## src/rtl/prog_loader_if.sv

```systemverilog
// Boot-loader bus: UART receive pin in, instruction-RAM write port and CPU
// control/status out.
interface prog_loader_if;
  logic        rx;
  logic [10:0] waddr;
  logic [31:0] wdata;
  logic        wen;
  logic        cpuRun;
  logic        busy;
  logic        loadErr;

  modport master (
    input  rx,
    output waddr, wdata, wen, cpuRun, busy, loadErr
  );

  modport slave (
    output rx,
    input  waddr, wdata, wen, cpuRun, busy, loadErr
  );
endinterface

```

## src/rtl/prog_loader.sv

```systemverilog
// UART-fed boot loader: receives a framed, checksummed program image and
// writes it word by word into instruction RAM, then releases the CPU.
module prog_loader #(
  parameter int CLKS_PER_BIT   = 139,
  parameter int AUTORUN_CYCLES = 16000000,
  parameter int TIMEOUT_CYCLES = 1600000
) (
  input logic          clk_i,
  input logic          rst_ni,
  prog_loader_if.master bus
);

  localparam int BaudW = $clog2(CLKS_PER_BIT + 1);
  localparam int AutoW = $clog2(AUTORUN_CYCLES + 1);
  localparam int IdleW = $clog2(TIMEOUT_CYCLES + 1);

  localparam logic [BaudW-1:0] BaudOne   = BaudW'(1);
  localparam logic [BaudW-1:0] BaudHalf  = BaudW'(CLKS_PER_BIT / 2 - 1);
  localparam logic [BaudW-1:0] BaudFull  = BaudW'(CLKS_PER_BIT - 1);
  localparam logic [AutoW-1:0] AutoLimit = AutoW'(AUTORUN_CYCLES);
  localparam logic [IdleW-1:0] IdleLimit = IdleW'(TIMEOUT_CYCLES - 1);
  localparam logic [7:0]       SyncByte  = 8'hA5;

  typedef enum logic [1:0] {RX_IDLE, RX_START, RX_DATA, RX_STOP} rxState_e;
  typedef enum logic [2:0] {
    L_WAIT, L_IDLE, L_CNT_HI, L_CNT_LO, L_DATA, L_SUM, L_RUN
  } ldState_e;

  logic             rxMeta_q, rxSync_q;
  rxState_e         rxState_q;
  logic [BaudW-1:0] baudCnt_q;
  logic [2:0]       bitIdx_q;
  logic [7:0]       shift_q, rxByte_q;
  logic             byteValid_q, frameErr_q;

  ldState_e         state_q;
  logic [10:0]      waddr_q;
  logic [31:0]      wdata_q;
  logic             wen_q, cpuRun_q, busy_q, loadErr_q;
  logic [7:0]       sum_q, cntHi_q;
  logic [11:0]      nWords_q, wordCnt_q;
  logic [1:0]       byteIdx_q;
  logic [AutoW-1:0] autoCnt_q;
  logic [IdleW-1:0] idleCnt_q;

  logic [15:0] countFull;
  logic        syncSeen, timedOut;

  assign countFull = {cntHi_q, rxByte_q};
  assign syncSeen  = byteValid_q && (rxByte_q == SyncByte);
  assign timedOut  = !byteValid_q && (idleCnt_q == IdleLimit);

  assign bus.waddr   = waddr_q;
  assign bus.wdata   = wdata_q;
  assign bus.wen     = wen_q;
  assign bus.cpuRun  = cpuRun_q;
  assign bus.busy    = busy_q;
  assign bus.loadErr = loadErr_q;

  always_ff @(posedge clk_i or negedge rst_ni) begin
    if (!rst_ni) begin
      rxMeta_q <= 1'b1;
      rxSync_q <= 1'b1;
    end else begin
      rxMeta_q <= bus.rx;
      rxSync_q <= rxMeta_q;
    end
  end

  // The detection cycle counts as the first cycle of the start bit.
  always_ff @(posedge clk_i or negedge rst_ni) begin
    if (!rst_ni) begin
      rxState_q   <= RX_IDLE;
      baudCnt_q   <= '0;
      bitIdx_q    <= '0;
      shift_q     <= '0;
      rxByte_q    <= '0;
      byteValid_q <= 1'b0;
      frameErr_q  <= 1'b0;
    end else begin
      byteValid_q <= 1'b0;
      frameErr_q  <= 1'b0;
      case (rxState_q)
        RX_IDLE: begin
          if (!rxSync_q) begin
            rxState_q <= RX_START;
            baudCnt_q <= BaudOne;
          end
        end
        RX_START: begin
          if (baudCnt_q == BaudHalf) begin
            baudCnt_q <= '0;
            bitIdx_q  <= '0;
            rxState_q <= rxSync_q ? RX_IDLE : RX_DATA;
          end else begin
            baudCnt_q <= baudCnt_q + BaudOne;
          end
        end
        RX_DATA: begin
          if (baudCnt_q == BaudFull) begin
            baudCnt_q <= '0;
            shift_q   <= {rxSync_q, shift_q[7:1]};
            bitIdx_q  <= bitIdx_q + 3'd1;
            if (bitIdx_q == 3'd7) rxState_q <= RX_STOP;
          end else begin
            baudCnt_q <= baudCnt_q + BaudOne;
          end
        end
        RX_STOP: begin
          if (baudCnt_q == BaudFull) begin
            baudCnt_q <= '0;
            rxState_q <= RX_IDLE;
            if (rxSync_q) begin
              byteValid_q <= 1'b1;
              rxByte_q    <= shift_q;
            end else begin
              frameErr_q <= 1'b1;
            end
          end else begin
            baudCnt_q <= baudCnt_q + BaudOne;
          end
        end
        default: rxState_q <= RX_IDLE;
      endcase
    end
  end

  // Loader FSM; busy_q is set alongside every transition into or out of a frame.
  always_ff @(posedge clk_i or negedge rst_ni) begin
    if (!rst_ni) begin
      state_q   <= L_WAIT;
      waddr_q   <= '0;
      wdata_q   <= '0;
      wen_q     <= 1'b0;
      cpuRun_q  <= 1'b0;
      busy_q    <= 1'b0;
      loadErr_q <= 1'b0;
      sum_q     <= '0;
      cntHi_q   <= '0;
      nWords_q  <= '0;
      wordCnt_q <= '0;
      byteIdx_q <= '0;
      autoCnt_q <= '0;
      idleCnt_q <= '0;
    end else begin
      wen_q <= 1'b0;
      if (wen_q && state_q == L_DATA) waddr_q <= waddr_q + 11'd1;

      if (!busy_q || byteValid_q) idleCnt_q <= '0;
      else                        idleCnt_q <= idleCnt_q + IdleW'(1);

      if (busy_q && (frameErr_q || timedOut)) begin
        state_q   <= L_IDLE;
        busy_q    <= 1'b0;
        loadErr_q <= 1'b1;
        cpuRun_q  <= 1'b0;
      end else begin
        case (state_q)
          L_WAIT: begin
            if (syncSeen) begin
              state_q   <= L_CNT_HI;
              busy_q    <= 1'b1;
              loadErr_q <= 1'b0;
            end else if (autoCnt_q == AutoLimit) begin
              state_q  <= L_RUN;
              cpuRun_q <= 1'b1;
            end else begin
              autoCnt_q <= autoCnt_q + AutoW'(1);
            end
          end
          L_IDLE, L_RUN: begin
            if (syncSeen) begin
              state_q   <= L_CNT_HI;
              busy_q    <= 1'b1;
              loadErr_q <= 1'b0;
              cpuRun_q  <= 1'b0;
            end
          end
          L_CNT_HI: begin
            if (byteValid_q) begin
              cntHi_q <= rxByte_q;
              state_q <= L_CNT_LO;
            end
          end
          L_CNT_LO: begin
            if (byteValid_q) begin
              if (countFull == 16'd0 || countFull > 16'd2048) begin
                state_q   <= L_IDLE;
                busy_q    <= 1'b0;
                loadErr_q <= 1'b1;
              end else begin
                nWords_q  <= countFull[11:0];
                waddr_q   <= '0;
                sum_q     <= '0;
                wordCnt_q <= '0;
                byteIdx_q <= '0;
                state_q   <= L_DATA;
              end
            end
          end
          L_DATA: begin
            if (byteValid_q) begin
              wdata_q   <= {wdata_q[23:0], rxByte_q};
              sum_q     <= sum_q + rxByte_q;
              byteIdx_q <= byteIdx_q + 2'd1;
              if (byteIdx_q == 2'd3) begin
                wen_q     <= 1'b1;
                wordCnt_q <= wordCnt_q + 12'd1;
                if (wordCnt_q == nWords_q - 12'd1) state_q <= L_SUM;
              end
            end
          end
          L_SUM: begin
            if (byteValid_q) begin
              busy_q <= 1'b0;
              if (rxByte_q == sum_q) begin
                state_q  <= L_RUN;
                cpuRun_q <= 1'b1;
              end else begin
                state_q   <= L_IDLE;
                loadErr_q <= 1'b1;
              end
            end
          end
          default: begin
            state_q <= L_IDLE;
            busy_q  <= 1'b0;
          end
        endcase
      end
    end
  end

endmodule

```

## src/flat_wrapper.sv

```systemverilog
// flat-port wrapper written by rule: the top's interface ports become plain ports
module prog_loader_flat 
#(
  parameter int CLKS_PER_BIT   = 139,
  parameter int AUTORUN_CYCLES = 16000000,
  parameter int TIMEOUT_CYCLES = 1600000
)
  (clk_i, rst_ni, bus_rx, bus_waddr, bus_wdata, bus_wen, bus_cpuRun, bus_busy, bus_loadErr);
  prog_loader_if bus_i ();
  input logic clk_i;
  input logic rst_ni;
  input wire logic [$bits(bus_i.rx)-1:0] bus_rx;
  output wire logic [$bits(bus_i.waddr)-1:0] bus_waddr;
  output wire logic [$bits(bus_i.wdata)-1:0] bus_wdata;
  output wire logic [$bits(bus_i.wen)-1:0] bus_wen;
  output wire logic [$bits(bus_i.cpuRun)-1:0] bus_cpuRun;
  output wire logic [$bits(bus_i.busy)-1:0] bus_busy;
  output wire logic [$bits(bus_i.loadErr)-1:0] bus_loadErr;
  assign bus_i.rx = bus_rx;
  assign bus_waddr = bus_i.waddr;
  assign bus_wdata = bus_i.wdata;
  assign bus_wen = bus_i.wen;
  assign bus_cpuRun = bus_i.cpuRun;
  assign bus_busy = bus_i.busy;
  assign bus_loadErr = bus_i.loadErr;
  prog_loader #(.CLKS_PER_BIT(CLKS_PER_BIT), .AUTORUN_CYCLES(AUTORUN_CYCLES), .TIMEOUT_CYCLES(TIMEOUT_CYCLES)) u_core (.clk_i(clk_i), .rst_ni(rst_ni), .bus(bus_i));
endmodule
```

## config.mk

```make
export PLATFORM = sky130hd
export DESIGN_NAME = prog_loader_flat
export DESIGN_NICKNAME = d
export VERILOG_FILES = /design/src/rtl/prog_loader_if.sv /design/src/rtl/prog_loader.sv /design/src/flat_wrapper.sv
export SDC_FILE = /design/constraint.sdc
export NUM_CORES = 1
export LEC_CHECK = 0
export ABC_CLOCK_PERIOD_IN_PS = 4910
export CAP_MARGIN = 20
export CELL_PAD_IN_SITES_DETAIL_PLACEMENT = 0
export CELL_PAD_IN_SITES_GLOBAL_PLACEMENT = 1
export CORE_MARGIN = 5
export CORE_UTILIZATION = 40
export CTS_CLUSTER_DIAMETER = 120
export DETAILED_ROUTE_END_ITERATION = 7
export PLACE_DENSITY = 0.71
export SKIP_LAST_GASP = 1
export SYNTH_ARGS = -nofsm -noshare
export SYNTH_HDL_FRONTEND = slang
export SYNTH_SLANG_ARGS = --single-unit
```

## constraint.sdc

```tcl
create_clock -name clk_i -period 4.91 [get_ports clk_i]
set_input_delay 0.7365 -clock clk_i [delete_from_list [all_inputs] [get_ports clk_i]]
set_output_delay 0.7365 -clock clk_i [all_outputs]
set_load 0.02 [all_outputs]
```

==> key figures <==
Logic synthesis
  – Adder-Cell Fraction of Synth Area: 3.769%
  – Syn Std Cell Area: 8499 um2
  – Synth top area share: 49.46%
  – Syn Area/Cell: 9.714 um2
  – Complex-gate fraction of the synthesized area: under 10%
  – Largest family of logic cells by synthesized area: simple AND/OR/NAND/NOR gates
  – Syn Nets: approximately 900
  – Synth Area in Simple Gates: a little under a quarter
  – EDFF count, synth: 0
  – Asr flop ratio synth: 100.0%
  – Yosys warning count: 0
  – Number of synthesized register bits: 170
  – Top post-synthesis cells by area: dfrtp_1 (49%), nand2_1 (7.9%), xnor2_1 (3.9%)
  – Largest area contributor in the netlist: dfrtp_1
  – Top_reg_cell synth: dfrtp_1
  – Gate Count Post-Synth: 875
  – Sequential area share after synthesis: 50.08%
  – Most frequent cell after synthesis: nand2_1
  – XOR/XNOR share of the synthesized area: 7.316%
  – Distinct cells, synth: between 70 and 80
  – Post-synthesis mux area share: 3.916%
  – Synth cell count leaders: nand2_1 (180), dfrtp_1 (168), nor2_1 (66)

Drt
  – Via count: slightly above 6,000
  – Initial drt markers: 324
  – Routed WL: between 15,000 and 20,000 um
  – Vias per cell: 5.122
  – Post-DR wirelength/cell: 15.00 um
  – Initial DRT Pass Iterations: 4
  – Detailed-route DRC error count: 0
  – Routed Antenna Nets: 0

STA
  – Hold Vio Cnt, Final: 0
  – Unrepaired setup endpoints after global routing: no
  – Tcrit/Tclk final: 57.09%
  – Worst slew pin tran: 0.9687 ns
  – Slew headroom: 35.42%
  – Clock skew: 0.01863 ns
  – Max Fclk: about 0.36 GHz
  – Minimum clock period after layout: 2.803 ns
  – Worst Hold Slack: 0.3594 ns
  – Final setup viols: 0
  – Final Max Slew Viols: 0
  – Setup TNS: 0 ns

Setup path
  – Crit-path cells: ha_1 -> nor4_1 -> nand2_1 -> nor4_1 -> a21boi_0 -> o221ai_1 -> nand4_1 -> o31a_1
  – R2r worst-path depth: 8
  – Delay-heaviest family, CP: simple AND/OR/NAND/NOR gates
  – Worst path slowest cell: nor4_1
  – Crit path capture type: register
  – R2R Path Start: u_core.rxByte_q[5]$_DFFE_PN0P_
  – Most used cell, CP: nor4_1
  – Buffers & Inverters on Critical Path: 0
  – Crit path to: u_core.state_q[0]$_DFFE_PN0P_
  – Startpoint Class: register
  – Worst Setup SP: u_core.rxByte_q[5]$_DFFE_PN0P_
  – Reg2Reg Setup Slack: approximately 2.1 ns
  – Crit path max fanout: 8
  – CP Class: reg2reg
  – CP Data Arrival Time: 3.11 ns
  – CP Depth: 8
  – FF-to-FF End: u_core.state_q[0]$_DFFE_PN0P_
  – CP max stage delay: 0.69 ns
  – CP required: ~5.2 ns

Global routing
  – Initial antenna violation count: 0
  – GR Util met2: 24.45%
  – GR Layer Usage met3: 2.718%
  – Global route hottest layer: met2
  – GR Util met1: between 20% and 30%
  – Vias in the first global route: around 6,100
  – Largest net degree at the start of global routing: 106
  – Global-route usage over all layers: 15.45%
  – Overflow after GRT: 0
  – First-pass GRT wire length: 30,860 um

Floorplanning
  – Die Width: 155.8 um
  – Site row count: 53
  – Io pins: 50
  – Core ar.: between 20,000 and 25,000 um2
  – Initial core utilization: 40.56%
  – DIE AREA: between 20,000 and 25,000 um2
  – DIE HEIGHT: 155.8 um

Clock network
  – Cts hold-fix bufs: 0
  – Num CTS Buffers: 17
  – Clock latency at the later pin of the worst-skew pair: roughly 0.43 ns
  – Clk slew on worst S/H paths: 0.07 ns
  – Post_cts resized: 0
  – Root Driver: clkbuf_16
  – CTS tree: built
  – CTS Buffer Depth: 2
  – CTS H-tree lvls: 4
  – Postcts setup bufs: 0
  – Clock sink count: 170

Power and ir drop
  – Leak: 4.511 nW
  – Cell area power density: 280.7 nW/um2
  – VDD IR max: 0.2062 mV

Flow run
  – Max_cap viols: 0

Placement
  – Final HPWL DP: about 12,000 um
  – Gpl congestion: 0.8171
  – Number of port buffers: 49

Layout
  – Ant diodes: 0
  – Fin nets: 941
  – Layout cell share with drive strength beyond 1: 9.179%
  – Area grow syn2layout: 15.81%

Status
  – Status: complete, no violations

Hold path
  – Min-Delay Path Class: reg2reg
==> layout by cell type (no fill, tap or decap), types with 4 or more instances in the layout <==
cell,synthesis,routed
a21oi_1,18,18
a31oi_1,4,4
and2_1,7,7
and3_1,13,13
and4_1,8,8
clkbuf_16,0,17
clkdlybuf4s50_1,0,48
clkinv_8,0,5
dfrtp_1,168,168
ha_1,24,24
inv_1,19,19
inv_8,0,4
mux2_2,24,24
mux2i_1,4,4
nand2_1,180,180
nand2b_1,5,5
nand3_1,37,37
nand4_1,21,21
nor2_1,66,65
nor2b_1,8,8
nor3_1,7,7
nor4_1,5,5
nor4b_1,5,5
o21ai_0,35,35
o21ai_1,20,20
o31ai_1,6,6
o41ai_1,4,4
or3_1,9,9
or4_1,6,6
xnor2_1,38,38
xor2_1,33,33
==> power by group <==
part / switching (mW) / total [mW] / leakage, nW / internal [mW]
clock network: 0.644 / 1.33 / 0.286 / 0.688
registers: 0.000657 / 1.40 / 2.34 / 1.40
logic: 0.0266 / 0.0299 / 1.89 / 0.00332
total: 0.672 / 2.76 / 4.51 / 2.09
==> how the worst min path moves through the flow <==
stage          slack [ns]                       from                   endpoint  cells after the start
2_1_floorplan        0.35  u_core.rxMeta_q$_DFF_PN1_  u_core.rxSync_q$_DFF_PN1_                      0
3_3_place_gp         0.35  u_core.rxMeta_q$_DFF_PN1_  u_core.rxSync_q$_DFF_PN1_                      0
3_5_place_dp         0.35  u_core.rxMeta_q$_DFF_PN1_  u_core.rxSync_q$_DFF_PN1_                      0
4_1_cts              0.36  u_core.rxMeta_q$_DFF_PN1_  u_core.rxSync_q$_DFF_PN1_                      0
5_1_grt              0.37  u_core.rxMeta_q$_DFF_PN1_  u_core.rxSync_q$_DFF_PN1_                      0
6_report             0.36  u_core.rxMeta_q$_DFF_PN1_  u_core.rxSync_q$_DFF_PN1_                      0
==> kinds of logic after synthesis <==
logic type,Yosys count
AND/OR/NAND/NOR,403
AO/OA/AOI/OAI,122
XOR/XNOR,71
adder cells (fa/ha/maj),25
multiplexers,30
buffers and inverters,54
flip-flops,170
==> layout make-up <==
type / instances / area [um2]
Clock inverter: 15 / 176.4
Tap cell: 275 / 344.1
Multi-Input combinational cell: 651 / 4015
Sequential cell: 170 / 4257
Fill cell: 2003 / 11110
Timing Repair Buffer: 53 / 550.5
Clock buffer: 17 / 425.4
Inverter: 20 / 75.07
==> layer usage <==
layer | routed length, um | vias to the layer above
met5 | 0 | -
met4 | 269 | 0
met3 | 322 | 14
met2 | 8329 | 57
met1 | 9092 | 2980
li1 | - | 3101
==> sequential cells by signal (all words and copies together) (netlist names), 8 cells and up, named ones only <==
| register | flops |
|---|---|
| u_core.shift_q | 8 |
| u_core.nWords_q | 12 |
| u_core.autoCnt_q | 24 |
| u_core.idleCnt_q | 21 |
| u_core.bus.wdata | 32 |
| u_core.rxByte_q | 8 |
| u_core.wordCnt_q | 12 |
| u_core.cntHi_q | 8 |
| u_core.baudCnt_q | 8 |
| u_core.sum_q | 8 |
| u_core.bus.waddr | 11 |
==> worst register-to-register path, delay by kind of cell (launching register included) <==
| family | cells | cell delay [ns] |
|---|---|---|
| flip-flops | 1 | 0.51 |
| AO/OA/AOI/OAI | 3 | 0.62 |
| AND/OR/NAND/NOR | 4 | 1.17 |
| adder cells (fa/ha/maj) | 1 | 0.38 |
==> stage by stage <==
step / setup slack [ns] / util [%] / power (mW) / area, um2 / cells
after floorplan: 2.589 / - / 1.429 / 8499 / 875
after global placement: 2.074 / 43.95 / 1.462 / 9210 / 1167
after detailed placement: 2.084 / 43.95 / 1.462 / 9210 / 1167
after CTS: 2.068 / 46.82 / 2.809 / 9812 / 1199
after global routing: 1.781 / 46.97 / 2.883 / 9843 / 1201
final: 2.107 / 46.97 / 2.763 / 9843 / 1201
Power figures use the tool's default switching activity.
